File: config.mk
export PLATFORM = sky130hd
export DESIGN_NAME = tlc_timer_datapath
export DESIGN_NICKNAME = d
export VERILOG_FILES = /design/src/rtl/tlc_pkg.sv /design/src/rtl/tlc_tick_prescaler.sv /design/src/rtl/tlc_timer_datapath.sv
export SDC_FILE = /design/constraint.sdc
export NUM_CORES = 1
export LEC_CHECK = 0
export CORE_ASPECT_RATIO = 0.9
export CORE_UTILIZATION = 50
export CTS_CLUSTER_DIAMETER = 60
export CTS_CLUSTER_SIZE = 16
export DETAILED_ROUTE_END_ITERATION = 7
export PLACE_DENSITY = 0.78
export SLEW_MARGIN = 20
export SYNTH_ARGS = -nofsm -noshare
export SYNTH_HDL_FRONTEND = slang
export SYNTH_SLANG_ARGS = --single-unit
File: constraint.sdc
create_clock -name clk -period 2 [get_ports clk]
set_clock_uncertainty 0.1 [all_clocks]
set_input_delay 0.2 -clock clk [delete_from_list [all_inputs] [get_ports clk]]
set_output_delay 0.2 -clock clk [all_outputs]
set_load 0.01 [all_outputs]
File: src/rtl/tlc_pkg.sv
// rtl/tlc_pkg.sv - shared encodings for the traffic-light timer datapath
package tlc_pkg;

  localparam logic [1:0] LIGHT_RED     = 2'b00;
  localparam logic [1:0] LIGHT_YELLOW  = 2'b01;
  localparam logic [1:0] LIGHT_GREEN   = 2'b10;
  localparam logic [1:0] LIGHT_INVALID = 2'b11;

  localparam logic TSEL_GREEN  = 1'b0;
  localparam logic TSEL_YELLOW = 1'b1;

  localparam int LAMP_R = 2;
  localparam int LAMP_Y = 1;
  localparam int LAMP_G = 0;

  localparam logic [1:0] FAULT_NONE     = 2'b00;
  localparam logic [1:0] FAULT_CONFLICT = 2'b01;
  localparam logic [1:0] FAULT_INVALID  = 2'b10;
  localparam logic [1:0] FAULT_TIMEOUT  = 2'b11;

  typedef enum logic [1:0] {
    RUN       = 2'b00,
    EXPIRE    = 2'b01,
    WAIT_LOAD = 2'b10
  } timer_state_t;

  // Invalid commands decode to red so a bad command can never light green.
  function automatic logic [2:0] lamp_decode(input logic [1:0] cmd);
    logic [2:0] lamp;
    lamp = '0;
    case (cmd)
      LIGHT_YELLOW: lamp[LAMP_Y] = 1'b1;
      LIGHT_GREEN:  lamp[LAMP_G] = 1'b1;
      default:      lamp[LAMP_R] = 1'b1;
    endcase
    return lamp;
  endfunction

endpackage

File: src/rtl/tlc_tick_prescaler.sv
// rtl/tlc_tick_prescaler.sv - divides clk into one-cycle ticks every TICK_DIV cycles
module tlc_tick_prescaler #(
  parameter int TICK_DIV = 4
) (
  input  logic clk,
  input  logic reset,
  input  logic clear,
  output logic tick
);

  localparam int PW = (TICK_DIV > 1) ? $clog2(TICK_DIV) : 1;

  logic [PW-1:0] cnt;

  assign tick = (cnt == PW'(TICK_DIV - 1));

  always_ff @(posedge clk or posedge reset) begin
    if (reset) begin
      cnt <= '0;
    end else if (clear || tick) begin
      cnt <= '0;
    end else begin
      cnt <= cnt + PW'(1);
    end
  end

endmodule

File: src/rtl/tlc_timer_datapath.sv
// rtl/tlc_timer_datapath.sv - phase timer, expiry handshake, watchdog and lamp safety checker
module tlc_timer_datapath
  import tlc_pkg::*;
#(
  parameter int GREEN_TIME   = 10,
  parameter int YELLOW_TIME  = 3,
  parameter int TICK_DIV     = 4,
  parameter int CNT_W        = 8,
  parameter int LOAD_TIMEOUT = 4
) (
  input  logic             clk,
  input  logic             reset,
  input  logic             load_enable,
  input  logic             time_sel,
  input  logic [1:0]       ns_light_cmd,
  input  logic [1:0]       ew_light_cmd,
  output logic             timer_zero,
  output logic [CNT_W-1:0] remaining_ticks,
  output logic [2:0]       ns_lamp,
  output logic [2:0]       ew_lamp,
  output logic             fault,
  output logic [1:0]       fault_code
);

  localparam int WD_W = (LOAD_TIMEOUT > 1) ? $clog2(LOAD_TIMEOUT) : 1;
  localparam logic [WD_W-1:0] WD_LAST = WD_W'(LOAD_TIMEOUT - 1);

  timer_state_t    state, state_n;
  logic [CNT_W-1:0] count, count_n;
  logic [WD_W-1:0]  wd_cnt, wd_n;
  logic             tz_n;
  logic             tick;
  logic             timeout_det;
  logic             conflict_det;
  logic             invalid_det;
  logic [1:0]       cause;

  tlc_tick_prescaler #(.TICK_DIV(TICK_DIV)) u_prescaler (
    .clk   (clk),
    .reset (reset),
    .clear (load_enable),
    .tick  (tick)
  );

  assign remaining_ticks = count;

  always_ff @(posedge clk or posedge reset) begin
    if (reset) begin
      state      <= RUN;
      count      <= CNT_W'(GREEN_TIME);
      wd_cnt     <= '0;
      timer_zero <= 1'b0;
    end else begin
      state      <= state_n;
      count      <= count_n;
      wd_cnt     <= wd_n;
      timer_zero <= tz_n;
    end
  end

  // A load in any state restarts the phase and pre-empts a coincident expiry.
  always_comb begin
    state_n     = state;
    count_n     = count;
    wd_n        = '0;
    tz_n        = 1'b0;
    timeout_det = 1'b0;
    if (load_enable) begin
      state_n = RUN;
      count_n = (time_sel == TSEL_YELLOW) ? CNT_W'(YELLOW_TIME) : CNT_W'(GREEN_TIME);
    end else begin
      case (state)
        RUN: begin
          if (tick) begin
            if (count == CNT_W'(1)) begin
              count_n = '0;
              tz_n    = 1'b1;
              state_n = EXPIRE;
            end else if (count != '0) begin
              count_n = count - CNT_W'(1);
            end
          end
        end
        EXPIRE: begin
          state_n = WAIT_LOAD;
        end
        WAIT_LOAD: begin
          count_n     = '0;
          timeout_det = (wd_cnt == WD_LAST);
          wd_n        = (wd_cnt == WD_LAST) ? wd_cnt : wd_cnt + WD_W'(1);
        end
        default: begin
          state_n = RUN;
        end
      endcase
    end
  end

  assign conflict_det = (ns_light_cmd != LIGHT_RED) && (ew_light_cmd != LIGHT_RED);
  assign invalid_det  = (ns_light_cmd == LIGHT_INVALID) || (ew_light_cmd == LIGHT_INVALID);

  always_comb begin
    cause = FAULT_NONE;
    if (conflict_det)      cause = FAULT_CONFLICT;
    else if (invalid_det)  cause = FAULT_INVALID;
    else if (timeout_det)  cause = FAULT_TIMEOUT;
  end

  // fault_code keeps the first cause; lamps fall back to all-red once faulted.
  always_ff @(posedge clk or posedge reset) begin
    if (reset) begin
      fault      <= 1'b0;
      fault_code <= FAULT_NONE;
      ns_lamp    <= 3'b100;
      ew_lamp    <= 3'b100;
    end else begin
      if (!fault && (cause != FAULT_NONE)) begin
        fault      <= 1'b1;
        fault_code <= cause;
      end
      if (fault || conflict_det || invalid_det) begin
        ns_lamp <= 3'b100;
        ew_lamp <= 3'b100;
      end else begin
        ns_lamp <= lamp_decode(ns_light_cmd);
        ew_lamp <= lamp_decode(ew_light_cmd);
      end
    end
  end

endmodule

==> flow_metrics.py, run 1 <==
metrics = {
    "status": {
        "status": "completed",
    },
    "setup_path": {
        "timing.rr.end": "remaining_ticks[6]",
        "crit_slowest_cell": "dfstp_2",
        "r2r_cells": 6,
        "reg2reg_from": "remaining_ticks[1]",
        "r2r_slack_ns": 0.14,
        "crit_fanout": 5,
        "critPathKind": "reg2reg",
        "max_stage_delay_ns": 0.41,
        "crit_path_start_kind": "register",
        "required_ns": 2.12,
        "end_kind": "register",
        "cp_cell_sequence": "inv_1 > ha_1 > or3b_4 > or3_4 > o211ai_2 > o31ai_2",
        "cp.arrival_ns": 1.98,
    },
    "timing": {
        "min_period_over_period": 0.929,
        "rsz0062_at_grt": "no",
        "maxSlewViolCount": 0,
        "setup_violations": 0,
        "min_period_ns": 1.86,
        "tightest_slew_ns": 0.615,
        "slew_headroom": 0.586,
        "final-hold-violation-count": 0,
        "fmax_mhz": 538,
        "tns_ns": 0,
        "finalWorstSetupSlack_ns": 0.142,
    },
    "pwr": {
        "power_mw": 0.901,
        "power_frac_seq": 0.584,
        "sw_frac_of_total": 0.270,
        "p_int_mw": 0.658,
        "leakagePower_nw": 0.721,
        "pwr-share-clk": 0.239,
        "power_density_nw_per_um2": 555,
        "power_switching_mw": 0.243,
        "p_comb_frac": 0.177,
        "ir_drop_mv": 0.439,
    },
    "floorplan": {
        "fp-row-count": 17,
        "die_x_um": 55.3,
        "start_util": 0.523,
        "dieArea_sq_um": 2760,
        "die_y_um": 50.0,
        "io_pins": 26,
        "coreArea_sq_um": 2450,
    },
    "clocking": {
        "post-cts-setup-buffers": 0,
        "root_buffer": "clkbuf_4",
        "cts_made_buffers": 3,
        "insertion_delay_ns": 0.32,
        "postCtsResizedCells": 0,
        "cts.sinks": 24,
        "htreeDepth": 1,
        "cts_max_path_buffers": 2,
        "hold_buffers": 0,
        "cts_tree": "built",
        "path_clk_slew_ns": 0.14,
    },
    "drt": {
        "first_pass_iters": 4,
        "route.detailed.drc": 0,
        "ant_nets": 0,
        "vias_per_cell": 5.72,
        "wl_per_cell_um": 14.4,
        "wirelength_mm": 2.56,
        "drtIter0Drc": 23,
        "vias": 1018,
    },
    "cells_and_area": {
        "seqCellArea_sq_um": 606,
        "fin_util": 0.663,
        "final_common_cell": "clkdlybuf4s50_1",
        "area_growth_pct": 26.9,
        "fillers": 187,
        "layout_common_cells": "25 x clkdlybuf4s50_1, 20 x dfrtp_1, 13 x ha_1",
        "drive_above_1_share": 0.133,
        "multiInputGateArea_sq_um": 619,
        "layout.nets": 173,
        "n_antenna_cell": 0,
        "final_area_sq_um": 1620,
    },
    "yosys": {
        "seq_area_frac_synth": 0.474,
        "synthCells": 118,
        "synthesis.yosys.warnings": 0,
        "async_reset_ff_frac": 1.00,
        "synth_edf_count": 0,
        "syn_avg_cell_area_sq_um": 10.8,
        "syn-num-nets": 139,
        "synth_cell_types": 37,
        "ys.flop_type": "dfrtp_1",
        "ys_ff_latch": 24,
        "netlist_area_sq_um": 1280,
    },
    "global_route": {
        "grt_pass1_wl_mm": 4.31,
        "grt_pass1_vias": 1013,
        "grt_util_all_layers": 0.203,
        "grt.overflow.total": 0,
        "grt_max_degree": 25,
        "grt_antenna_before_repair": 0,
    },
    "worst_hold_path": {
        "hold_class": "in2async",
    },
    "place": {
        "port_buffers": 25,
        "dpl_cell_area_sq_um": 1600,
        "place_ws_ns": 0.159,
        "routabilityCongestion": 0.857,
        "dp.final_hpwl_mm": 1.93,
    },
    "run": {
        "drv_cap": 0,
    },
}
per-stage QoR:
| step | hold WS (ns) | instances |
|---|---|---|
| 4_1_cts | 0.0911 | 178 |
| 6_report | 0.0925 | 178 |
| 3_3_place_gp | 0.320 | 175 |
| 3_5_place_dp | 0.329 | 175 |
| 2_1_floorplan | 0.112 | 118 |
| 5_1_grt | 0.145 | 178 |
sequential cells by signal, indices dropped and copies added, names as in the netlist:
register         cells
remaining_ticks      8
ew_lamp              3
ns_lamp              3
fault_code           2
state                2
u_prescaler.cnt      2
wd_cnt               2
fault                1
timer_zero           1
power by group through the flow:
stage                     clock network [mW]  registers, mW  logic [mW]
after floorplan                            0          0.540      0.0746
after global placement                     0          0.533       0.154
after detailed placement                   0          0.534       0.160
after CTS                              0.226          0.526       0.161
after global routing                   0.239          0.529       0.176
final                                  0.216          0.526       0.159
cell type report:
cell class	instances	area share
Clock buffer	3	0.0139
Sequential cell	24	0.373
Multi-Input combinational cell	80	0.382
Tap cell	28	0.0216
Inverter	12	0.0278
Timing Repair Buffer	31	0.182
worst max-delay path, delay by kind of cell (launching register included):
family / cells / cell delay (ns)
buf+inv: 1 / 0.10
simple gates: 2 / 0.75
flops: 1 / 0.41
compound gates: 2 / 0.24
fa+ha+maj: 1 / 0.19
kinds of logic (layout without fill, tap and decap cells):
group           Yosys count  count (layout)  synth area share
simple gates             40              40             0.187
buf+inv                  14              46            0.0421
mux                       1               1           0.00783
compound gates           25              25             0.156
xor+xnor                  1               1           0.00685
flops                    24              24             0.474
fa+ha+maj                13              13             0.127
worst max-delay path by stage:
stage | end | startpoint | slack [ns]
3_5_place_dp | remaining_ticks[6] | remaining_ticks[1] | 0.16
2_1_floorplan | remaining_ticks[6] | remaining_ticks[0] | 0.14
4_1_cts | remaining_ticks[6] | remaining_ticks[1] | 0.16
3_3_place_gp | remaining_ticks[6] | remaining_ticks[1] | 0.22
6_report | remaining_ticks[6] | remaining_ticks[1] | 0.14
5_1_grt | remaining_ticks[6] | remaining_ticks[1] | 0.11
routing by layer:
layer	GRT usage	wire, um
met1	0.239	1120
met2	0.361	1310
met3	0.0551	114
met4	0.0625	17
met5	0	0
synth_stat cells, types with 2 or more instances:
master / count / area share
o31ai_1: 3 / 0.018
a32oi_1: 3 / 0.021
nor3_1: 7 / 0.027
nand2b_1: 6 / 0.029
nor2_1: 4 / 0.012
ha_1: 13 / 0.13
o211ai_1: 4 / 0.023
inv_1: 12 / 0.035
nand2_1: 6 / 0.018
a21oi_1: 4 / 0.016
nor4_1: 4 / 0.020
and2_1: 4 / 0.020
nor3b_1: 2 / 0.012
dfstp_2: 4 / 0.082
dfrtp_1: 20 / 0.39
No activity file was read; power rests on OpenSTA's default activity.
==> inputs of run 2 (changes only) <==
- CTS_CLUSTER_SIZE: 16 -> 8
==> results of run 2 <==
No change in the layout: final DEF, timing and power equal those of run 1.
==> inputs of run 3 (changes only) <==
- SETUP_SLACK_MARGIN: default -> 0.4
==> flow_metrics.py, run 3 (synthesized netlist as in run 1, its figures left out) <==
metrics = {
    "cells_and_area": {
        "fin_cells": 191,
        "fillers": 160,
        "multiInputGateArea_sq_um": 746,
        "area_growth_pct": 46.3,
        "layout_common_cells": "16 x dfrtp_1, 16 x clkdlybuf4s50_1, 16 x buf_4",
        "drive_above_1_share": 0.344,
        "final_area_sq_um": 1870,
        "seqCellArea_sq_um": 611,
        "layout.nets": 185,
        "largest_reg_flops": 8,
        "n_antenna_cell": 0,
    },
    "global_route": {
        "grt_util_all_layers": 0.239,
        "grt_antenna_before_repair": 0,
        "grt.overflow.total": 0,
        "grt_max_degree": 25,
        "grt_pass1_vias": 1095,
        "grt_pass1_wl_mm": 5.02,
    },
    "setup_path": {
        "cp.arrival_ns": 1.99,
        "worst-path-buf-inv": 1,
        "r2r_cells": 6,
        "cp_top_family": "simple AND/OR/NAND/NOR gates",
        "end_kind": "register",
        "timing.rr.end": "remaining_ticks[6]",
        "r2r_slack_ns": 0.14,
        "max_stage_delay_ns": 0.45,
        "crit_path_start_kind": "register",
        "required_ns": 2.13,
        "critPathKind": "reg2reg",
        "reg2reg_from": "remaining_ticks[0]",
        "crit_fanout": 2,
        "cp_cell_sequence": "inv_2 > ha_4 > or3b_4 > or3_4 > o211ai_2 > o31ai_2",
        "crit_slowest_cell": "dfrtp_2",
    },
    "pwr": {
        "power_frac_seq": 0.482,
        "leakagePower_nw": 0.823,
        "pwr-share-clk": 0.323,
        "p_int_mw": 0.811,
        "power_switching_mw": 0.276,
        "p_comb_frac": 0.195,
        "ir_drop_mv": 0.601,
        "sw_frac_of_total": 0.254,
        "power_density_nw_per_um2": 581,
    },
    "floorplan": {
        "fp-row-count": 17,
        "die_y_um": 50.0,
        "io_pins": 26,
        "die_x_um": 55.3,
        "dieArea_sq_um": 2760,
        "coreArea_sq_um": 2450,
        "start_util": 0.523,
    },
    "drt": {
        "vias_per_cell": 5.75,
        "first_pass_iters": 4,
        "ant_nets": 0,
        "drtIter0Drc": 52,
        "vias": 1098,
        "route.detailed.drc": 0,
        "wl_per_cell_um": 16.9,
        "wirelength_mm": 3.23,
    },
    "clocking": {
        "htreeDepth": 1,
        "cts_max_path_buffers": 2,
        "cts_made_buffers": 3,
        "root_buffer": "clkbuf_4",
        "cts.sinks": 24,
        "insertion_delay_ns": 0.33,
        "cts_tree": "built",
        "path_clk_slew_ns": 0.14,
    },
    "worst_hold_path": {
        "hold_class": "in2async",
    },
    "timing": {
        "fin_hold_ws_ns": 0.0929,
        "fmax_mhz": 537,
        "slew_headroom": 0.656,
        "tns_ns": 0,
        "maxSlewViolCount": 0,
        "final-hold-violation-count": 0,
        "rsz0062_at_grt": "yes",
        "tightest_slew_ns": 0.512,
        "min_period_ns": 1.86,
        "min_period_over_period": 0.931,
        "setup_violations": 0,
    },
    "place": {
        "dp.final_hpwl_mm": 1.92,
        "routabilityCongestion": 0.863,
        "port_buffers": 25,
        "post-place-cells": 172,
        "dpl_cell_area_sq_um": 1590,
    },
    "status": {
        "status": "completed",
    },
    "run": {
        "drv_cap": 0,
    },
}
[run 3: cell count changes in the layout (fill, tap and decap cells not counted), sizes merged]
cell           previous run  this run
buf                       6        18
bufinv                    0         1
clkbuf                    3         4
clkdlybuf4s50            25        16
dlygate4sd2               0         7
dlymetal6s2s              0         1
[run 3: timing repair]
action | in CTS | in global routing
resized for setup | 22 | 16
setup endpoints to repair | 26 | 13
pin swaps | 2 | 5
buffers inserted | 11 | 4
hold buffers | 0 | 0
[run 3: tightest hold or removal path: cells and delay by family]
kind,cells,cell delay (ns)
buffers and inverters,3,0.74
[run 3: area by class of cell]
type	count	share of cell area
tap	28	0.0187
clock buffer	3	0.0120
inverter	12	0.0241
sequential	24	0.326
timing repair buffer	43	0.204
clock inverter	1	0.0161
multi-input combinational	80	0.399
[run 3: worst max path at each step]
stage                                  start            endpoint  slack [ns]  cells after the start
final                     remaining_ticks[0]  remaining_ticks[6]        0.14                      6
after global routing      u_prescaler.cnt[0]  remaining_ticks[5]        0.08                      6
after CTS                 remaining_ticks[0]  remaining_ticks[6]        0.13                      6
after detailed placement     ns_light_cmd[0]          ew_lamp[2]       0.008                      4
after global placement       ns_light_cmd[0]          ns_lamp[1]        0.08                      4
after floorplan           remaining_ticks[0]  remaining_ticks[6]        0.18                      6
[run 3: routing by layer]
layer | global-route usage | vias up | part of all wire
met3 | 0.0656 | 9 | 0.049
li1 | - | 516 | -
met4 | 0.0833 | 0 | 0.014
met2 | 0.382 | 34 | 0.50
met1 | 0.312 | 539 | 0.43
met5 | 0 | - | 0
[run 3: per-stage QoR]
step,utilization,power [mW],setup slack (ns)
floorplan,-,0.618,0.181
finish,0.765,1.09,0.138
detailed placement,0.650,0.690,0.00793
global route,0.765,1.13,0.0843
global placement,0.650,0.685,0.0835
CTS,0.728,1.06,0.131
[run 3: power by group through the flow]
stage	registers (mW)	clock network, mW	logic (mW)
finish	0.524	0.351	0.212
global route	0.527	0.378	0.227
CTS	0.524	0.359	0.182
detailed placement	0.538	0	0.151
global placement	0.537	0	0.148
floorplan	0.541	0	0.0773
